==> config.mk <==
export PLATFORM = sky130hd
export DESIGN_NAME = fpu_add_sched
export DESIGN_NICKNAME = d
export VERILOG_FILES = /design/src/rtl/fpu_add_pkg.sv /design/src/rtl/rr_arb2.sv /design/src/rtl/fpu_add_sched.sv
export SDC_FILE = /design/constraint.sdc
export NUM_CORES = 1
export LEC_CHECK = 0
export BUFFER_PORTS_ARGS = -buffer_cell sky130_fd_sc_hd__buf_4
export CAP_MARGIN = 10
export CORE_AREA = 2 2 103 105
export CTS_BUF_LIST = sky130_fd_sc_hd__clkbuf_8
export DETAILED_ROUTE_END_ITERATION = 10
export DIE_AREA = 0 0 105 107
export SYNTH_ARGS = -nofsm -noshare
export SYNTH_HDL_FRONTEND = slang
export SYNTH_SLANG_ARGS = --single-unit
==> constraint.sdc <==
create_clock -name CLK -period 1.4 [get_ports CLK]
set_clock_uncertainty 0.2 [all_clocks]
set_input_delay 0.14 -clock CLK [delete_from_list [all_inputs] [get_ports CLK]]
set_output_delay 0.14 -clock CLK [all_outputs]
set_load 0.01 [all_outputs]
==> src/rtl/fpu_add_pkg.sv <==
// Shared types and constants for the fp32 adder scheduler.
package fpu_add_pkg;

   localparam int unsigned FPU_ADD_STAGES = 3;
   localparam int unsigned FPU_REQ_ID_W   = 1;

   typedef logic [31:0]             fp32_t;
   typedef logic [FPU_REQ_ID_W-1:0] req_id_t;

endpackage

==> src/rtl/rr_arb2.sv <==
// Two-way round-robin arbiter; the pointer only moves on an accepted transfer.
module rr_arb2 (
   input  logic       CLK,
   input  logic       nRST,
   input  logic [1:0] req,
   input  logic       accept,
   output logic [1:0] grant
);

   logic rr_q, rr_d;

   always_comb begin
      grant = 2'b00;
      case (req)
         2'b01:   grant = 2'b01;
         2'b10:   grant = 2'b10;
         2'b11:   grant = rr_q ? 2'b10 : 2'b01;
         default: grant = 2'b00;
      endcase
      // Point at the loser so it wins the next contention.
      rr_d = rr_q;
      if (accept) begin
         rr_d = ~grant[1];
      end
   end

   always_ff @(posedge CLK) begin
      if (!nRST) begin
         rr_q <= 1'b0;
      end else begin
         rr_q <= rr_d;
      end
   end

endmodule

==> src/rtl/fpu_add_sched.sv <==
// Round-robin scheduler and 3-stage valid/tag pipeline controller for the shared fp32 adder.
// Define FPU_ADD_SCHED_PERF_EN to add saturating grant/stall performance counters.
module fpu_add_sched
   import fpu_add_pkg::*;
#(
   parameter int unsigned NUM_REQ = 2,
   parameter int unsigned STAGES  = FPU_ADD_STAGES
) (
   input  logic                  CLK,
   input  logic                  nRST,
   input  logic [NUM_REQ-1:0]    req_valid,
   output logic [NUM_REQ-1:0]    req_ready,
   input  fp32_t [NUM_REQ-1:0]   req_op1,
   input  fp32_t [NUM_REQ-1:0]   req_op2,
   output fp32_t                 dp_op1,
   output fp32_t                 dp_op2,
   output logic [STAGES-1:0]     stage_en,
   input  fp32_t                 dp_result,
   output logic                  out_valid,
   input  logic                  out_ready,
   output fp32_t                 out_result,
   output req_id_t               out_id,
   output logic                  busy
`ifdef FPU_ADD_SCHED_PERF_EN
   ,
   output logic [15:0]           perf_grant0,
   output logic [15:0]           perf_grant1,
   output logic [15:0]           perf_stall
`endif
);

   logic [2:0]     v_q, v_d;
   req_id_t [2:0]  id_q, id_d;
   logic           adv1, adv2, adv3;
   logic           s1_free, accept;
   logic [1:0]     grant;

   rr_arb2 u_arb (
      .CLK    (CLK),
      .nRST   (nRST),
      .req    (req_valid),
      .accept (accept),
      .grant  (grant)
   );

   // Ripple stall: a stage moves when the one ahead is empty or moving this cycle.
   always_comb begin
      adv3      = v_q[2] & out_ready;
      adv2      = v_q[1] & (~v_q[2] | adv3);
      adv1      = v_q[0] & (~v_q[1] | adv2);
      s1_free   = ~v_q[0] | adv1;
      req_ready = grant & {2{s1_free}};
      accept    = s1_free & (|grant);
      stage_en  = {adv2, adv1, accept};

      v_d[0] = accept | (v_q[0] & ~adv1);
      v_d[1] = adv1   | (v_q[1] & ~adv2);
      v_d[2] = adv2   | (v_q[2] & ~adv3);

      id_d = id_q;
      if (accept) id_d[0] = req_id_t'(grant[1]);
      if (adv1)   id_d[1] = id_q[0];
      if (adv2)   id_d[2] = id_q[1];
   end

   always_ff @(posedge CLK) begin
      if (!nRST) begin
         v_q  <= '0;
         id_q <= '0;
      end else begin
         v_q  <= v_d;
         id_q <= id_d;
      end
   end

   assign dp_op1     = grant[1] ? req_op1[1] : req_op1[0];
   assign dp_op2     = grant[1] ? req_op2[1] : req_op2[0];
   assign out_valid  = v_q[2];
   assign out_id     = id_q[2];
   assign out_result = dp_result;
   assign busy       = |v_q;

`ifdef FPU_ADD_SCHED_PERF_EN
   logic [15:0] grant0_q, grant1_q, stall_q;

   always_ff @(posedge CLK) begin
      if (!nRST) begin
         grant0_q <= '0;
         grant1_q <= '0;
         stall_q  <= '0;
      end else begin
         if (accept && grant[0] && grant0_q != 16'hFFFF) grant0_q <= grant0_q + 16'd1;
         if (accept && grant[1] && grant1_q != 16'hFFFF) grant1_q <= grant1_q + 16'd1;
         if (v_q[2] && !out_ready && stall_q != 16'hFFFF) stall_q <= stall_q + 16'd1;
      end
   end

   assign perf_grant0 = grant0_q;
   assign perf_grant1 = grant1_q;
   assign perf_stall  = stall_q;
`endif

endmodule

==> flow_metrics.py, run 1 <==
metrics = {
    "sta": {
        "drv_slew": 0,
        "slew_headroom": 0.836,
        "worstMarginPinSlew_ns": 0.245,
        "setup_viol": 69,
        "final_hold_viol_count": 0,
        "setup_slack_ns": -0.469,
        "finalCritPeriodShare": 1.33,
        "grt_setup_unrepaired": "yes",
        "min_period_ns": 1.87,
        "holdWs_ns": 0.0278,
        "clock.fmax_ghz": 0.535,
    },
    "detailed_routing": {
        "met2_length_mm": 3.55,
        "wl_mm": 6.43,
        "met1Wirelength_mm": 2.08,
        "postRouteAntennaNets": 0,
        "maxUsedRoutingLayer": "met4",
        "wl_met3_um": 734,
        "drc": 0,
        "avgViaCountPerCell": 3.90,
        "initialDrtViolationCount": 45,
        "vias": 1796,
        "wire_per_inst_um": 14.0,
        "first_pass_iters": 4,
    },
    "power_and_ir_drop": {
        "power.density_nw_per_um2": 504,
        "ir_drop_mv": 0.366,
        "power_leakage_nw": 1.75,
    },
    "hold_path": {
        "hp-start": "nRST",
        "hold_path_class": "primary input to register",
    },
    "setup_path": {
        "critical_path_class": "register to primary output",
        "required_ns": 1.06,
        "crit_arrival_ns": 1.53,
        "endpoint_kind": "primary output",
        "r2r_start": "v_q[2]",
        "startpoint": "u_arb.rr_q",
        "critPathTopFamily": "buffers and inverters",
        "cp_max_fo": 37,
        "worst-path-buf-inv": 2,
        "slowest_stage": "mux2_2",
        "max_stage_delay_ns": 0.36,
        "worstSetupStartpointType": "register",
        "crit_chain": "o21ai_4 > buf_12 > mux2_2 > buf_4",
    },
    "placement": {
        "dp_cells": 448,
        "numPortBuffers": 204,
        "gp_congestion": 0.667,
        "dpl.hpwl_mm": 5.08,
    },
    "logic_synthesis": {
        "synth_seq_cells": 7,
        "syn_nets": 307,
        "syn_inst": 142,
        "syn-cell-area_um2": 1540,
        "avgSynthCellArea_um2": 10.8,
        "seq_area_frac_synth": 0.0911,
        "synth.distinct_cells": 26,
        "yosys_warnings": 0,
    },
    "die": {
        "die_x_um": 105,
        "die-area_um2": 11200,
        "rows": 37,
        "core_um2": 10100,
        "pin_count": 269,
        "die_h_um": 107,
        "initial_core_util": 0.152,
    },
    "grt": {
        "grt_pass1_vias": 1809,
        "antenna_found_initial": 0,
        "grt_pass1_wl_mm": 9.09,
        "overflow": 0,
        "groute.usage.overall": 0.0998,
        "grt_max_degree": 38,
    },
    "cells_and_area": {
        "area_delta_synth_final_pct": 117,
        "nets": 490,
        "drive_above_1_share": 0.910,
        "final_core_util": 0.331,
        "antennaDiodeCount": 0,
        "fin_cells": 460,
    },
    "cts": {
        "numCtsBuffers": 3,
        "clockBufferDepth": 2,
        "cts_tree": "done",
        "cts.sinks": 7,
        "root_buffer": "clkbuf_8",
        "clk_pin_slew_worst_paths_ns": 0.04,
        "insertion_delay_ns": 0.23,
        "htreeDepth": 1,
    },
    "outcome": {
        "outcome": "finished with violations",
        "violations": "negative setup slack",
    },
    "flow_run": {
        "maxCapViolCount": 0,
    },
}
==> cells in the final DEF, fill, tap and decap left out, types with 2 or more instances in the layout <==
cell       count
mux2_4        39
buf_6         44
buf_16         2
nand2_1        2
mux2_1         3
clkbuf_16      2
mux2_2        22
inv_1          3
clkbuf_8       3
a21oi_1        4
nor2_1         5
dfxtp_2        3
buf_12         2
dfxtp_1        4
buf_4        170
==> final cells by class <==
| class | count | area (um2) |
|---|---|---|
| clock buffer | 3 | 41.3 |
| clock inverter | 1 | 3.75 |
| fill | 1046 | 6750 |
| inverter | 3 | 11.3 |
| multi-input combinational | 90 | 1060 |
| sequential | 7 | 144 |
| tap | 136 | 170 |
| timing repair buffer | 220 | 1920 |
==> cells in the mapped netlist (all sizes together) <==
library cell	number	area (um2)
mux2	64	863
dfxtp	7	140
mux2i	1	10.0
buf	42	364
a211oi	1	7.51
a311oi	1	8.76
nor2b	1	6.26
nor2	7	26.3
nand3b	1	7.51
a21o	1	7.51
o31ai	1	7.51
o21ai	2	21.3
nand2	2	7.51
a21boi	1	7.51
or3	1	6.26
and3	1	6.26
nand4b	1	8.76
a21oi	4	20.0
inv	3	11.3
==> metal layers <==
metal | track usage | vias to the layer above
met1 | 0.0979 | 810
met2 | 0.199 | 142
li1 | - | 834
met4 | 0.0210 | 0
met5 | 0 | -
met3 | 0.0353 | 10
==> registers in the layout, summed over array words and instances (netlist names) <==
name,cells
id_q,2
out_id,1
u_arb.rr_q,1
v_q,3
==> worst register-to-register path, cell delays in order, from the launching register on <==
cell,delay (ns)
dfxtp_2,0.32
nor2b_4,0.12
and3_4,0.19
buf_4,0.13
buf_4,0.12
o31ai_1,0.21
==> logic make-up after synthesis <==
group / synth area share
mux: 0.568
buf+inv: 0.244
compound gates: 0.0521
flops: 0.0911
simple gates: 0.0448
==> where the power goes <==
group          switching (mW)  leakage (nW)  internal (mW)  total, mW
clock network          0.0898        0.0269          0.190      0.280
registers              0.0106        0.0587          0.213      0.223
logic                   0.386          1.67          0.798       1.18
total                   0.486          1.75           1.20       1.69
==> what timing repair did <==
| action | in CTS | in global routing |
|---|---|---|
| hold buffers | 0 | 0 |
| setup buffers | 6 | 0 |
| endpoints found under the setup margin | 69 | 72 |
| pin swaps | 3 | 1 |
| cloned | 1 | 2 |
| resized for setup | 36 | 22 |
==> per-stage QoR <==
| step | setup slack, ns | TNS [ns] | power, mW | cell area [um2] |
|---|---|---|---|---|
| global route | -0.536 | -32.41 | 1.77 | 3340 |
| floorplan | -0.0441 | -1.41 | 0.796 | 1550 |
| detailed placement | -0.229 | -12.74 | 1.26 | 2960 |
| global placement | -0.200 | -11.45 | 1.25 | 2960 |
| finish | -0.469 | -28.39 | 1.69 | 3340 |
| CTS | -0.475 | -29.36 | 1.63 | 3220 |
==> path summary, 6_finish.rpt <==
path              cells past startpoint    endpoint  slack, ns
setup / recovery                      4  dp_op2[31]      -0.47
hold / removal                        3     id_q[1]       0.03
setup reg to reg                      5     id_q[0]       0.03
hold reg to reg                       2      out_id       0.30
(Power assumes the default switching activity.)
==> run 2, diff against run 1 <==
- REMOVE_ABC_BUFFERS: unset -> 1
==> run 2 against run 1 <==
Compared with the run above:
- the flow still finishes with violations (negative setup slack)
- non-clock buffer count is 15 higher
- first-iteration DRC count increased by 44%
- via count grew 4.3%
- largest power group unchanged
- highest routed layer unchanged
==> flow_metrics.py, run 2 (synthesis results as in run 1) <==
metrics = {
    "outcome": {
        "outcome": "finished with violations",
        "violations": "negative setup slack",
    },
    "cells_and_area": {
        "area_delta_synth_final_pct": 137,
        "largest_reg_flops": 3,
        "reg_top3": "v_q (3), id_q (2)",
        "fill_cells": 1032,
        "drive_above_1_share": 0.923,
        "nets": 505,
        "largest_register": "v_q",
        "antennaDiodeCount": 0,
        "layout_common_cells": "167 x buf_4, 59 x mux2_4, 54 x buf_6",
        "final_core_util": 0.361,
        "final_common_cell": "buf_4",
    },
    "sta": {
        "worstMarginPinSlew_ns": 0.229,
        "clock.fmax_ghz": 0.525,
        "min_period_ns": 1.90,
        "finalCritPeriodShare": 1.36,
        "grt_setup_unrepaired": "yes",
        "fin_tns_setup_ns": -30.40,
        "final_hold_viol_count": 0,
        "slew_headroom": 0.846,
        "drv_slew": 0,
        "setup_viol": 68,
        "setup_slack_ns": -0.504,
    },
    "detailed_routing": {
        "vias": 1873,
        "initialDrtViolationCount": 65,
        "wire_per_inst_um": 16.9,
        "avgViaCountPerCell": 3.94,
        "postRouteAntennaNets": 0,
        "first_pass_iters": 4,
        "drc": 0,
        "wl_mm": 8.04,
    },
    "die": {
        "core_um2": 10100,
        "die_h_um": 107,
        "initial_core_util": 0.152,
        "rows": 37,
        "die_x_um": 105,
        "die-area_um2": 11200,
        "pin_count": 269,
    },
    "cts": {
        "clockBufferDepth": 2,
        "clk_pin_slew_worst_paths_ns": 0.04,
        "cts.sinks": 7,
        "insertion_delay_ns": 0.23,
        "numCtsBuffers": 3,
        "htreeDepth": 1,
        "cts_tree": "done",
        "root_buffer": "clkbuf_8",
    },
    "grt": {
        "antenna_found_initial": 0,
        "grt_max_degree": 15,
        "grt_pass1_vias": 1959,
        "grt_pass1_wl_mm": 10.2,
        "overflow": 0,
        "groute.usage.overall": 0.117,
    },
    "flow_run": {
        "maxCapViolCount": 0,
    },
    "setup_path": {
        "critical_path_class": "register to primary output",
        "crit_arrival_ns": 1.56,
        "cp_max_fo": 6,
        "endpoint_kind": "primary output",
        "worstSetupStartpointType": "register",
        "required_ns": 1.06,
    },
    "power_and_ir_drop": {
        "pwr-share-seq": 0.120,
        "cellInternalPower_mw": 1.31,
        "switching_share": 0.287,
        "switchingPower_uw": 528,
        "clkPwrFrac": 0.153,
        "power.density_nw_per_um2": 506,
        "ir_drop_mv": 0.233,
        "power_leakage_nw": 1.95,
        "pwr-share-comb": 0.726,
    },
    "hold_path": {
        "hold_path_class": "primary input to register",
    },
    "placement": {
        "dpl.hpwl_mm": 6.44,
        "numPortBuffers": 204,
        "gp_congestion": 0.709,
    },
}
[run 2: cell types whose count changed in the layout (fill, tap and decap cells not counted), sizes merged]
cell / delta
clkbuf: +2
buf: +12
dlygate4sd3: +1
[run 2: area by class of cell]
class	count	area, um2	share of cell area
clock buffers	3	41.3	0.0113
clock inverters	1	3.75	0.00103
repair buffers	235	2130	0.586
multi-input cells	90	1140	0.312
flip-flops and latches	7	144	0.0395
inverters	3	11.3	0.00309
well taps	136	170	0.0468
[run 2: what timing repair did]
| action | 4_1_cts | 5_1_grt |
|---|---|---|
| pin swaps | 4 | 2 |
| resized for setup | 40 | 60 |
| endpoints found under the hold margin | 1 | 0 |
| hold buffers | 1 | 0 |
| endpoints found under the setup margin | 69 | 71 |
| cloned | 0 | 4 |
| buffers inserted | 5 | 3 |
[run 2: critical path, stage by stage, from the launching register on]
cell       delay (ns)
dfxtp_2          0.32
o21ai_4          0.14
buf_12           0.14
clkbuf_16        0.15
buf_12           0.12
mux2_2           0.33
buf_6            0.12
[run 2: worst paths after layout]
path	end	depth (start not counted)	slack, ns	from
setup / recovery	dp_op1[1]	6	-0.50	u_arb.rr_q
hold / removal	u_arb.rr_q	3	0.06	req_valid[1]
setup reg to reg	u_arb.rr_q	4	0.07	v_q[2]
hold reg to reg	id_q[1]	2	0.26	id_q[1]
[run 2: power groups by stage]
stage / combinational (mW) / clock (mW) / sequential [mW]
after floorplan: 0.436 / 0 / 0.224
after global placement: 1.09 / 0 / 0.222
after detailed placement: 1.10 / 0 / 0.223
after CTS: 1.18 / 0.286 / 0.220
after global routing: 1.42 / 0.304 / 0.222
final: 1.34 / 0.283 / 0.221
[run 2: layer usage]
metal  wire length [um]  part of all wire  global-route usage  up-vias
met3               1010              0.13              0.0638        5
met1               3090              0.38               0.137      853
met4                 27            0.0034              0.0143        0
met2               3910              0.49               0.190      152
li1                   -                 -                   -      863
met5                  0                 0              0.0476        -
[run 2: through the flow]
stage / cells / cell area, um2 / hold WS (ns) / setup WS, ns / total power [mW]
floorplan: 100 / 1170 / 0.0561 / -1.21 / 0.660
global placement: 460 / 3080 / 0.0801 / -0.244 / 1.31
detailed placement: 460 / 3080 / 0.0801 / -0.262 / 1.32
CTS: 470 / 3310 / 0.0569 / -0.488 / 1.69
global route: 475 / 3640 / 0.0783 / -0.551 / 1.94
finish: 475 / 3640 / 0.0599 / -0.504 / 1.84
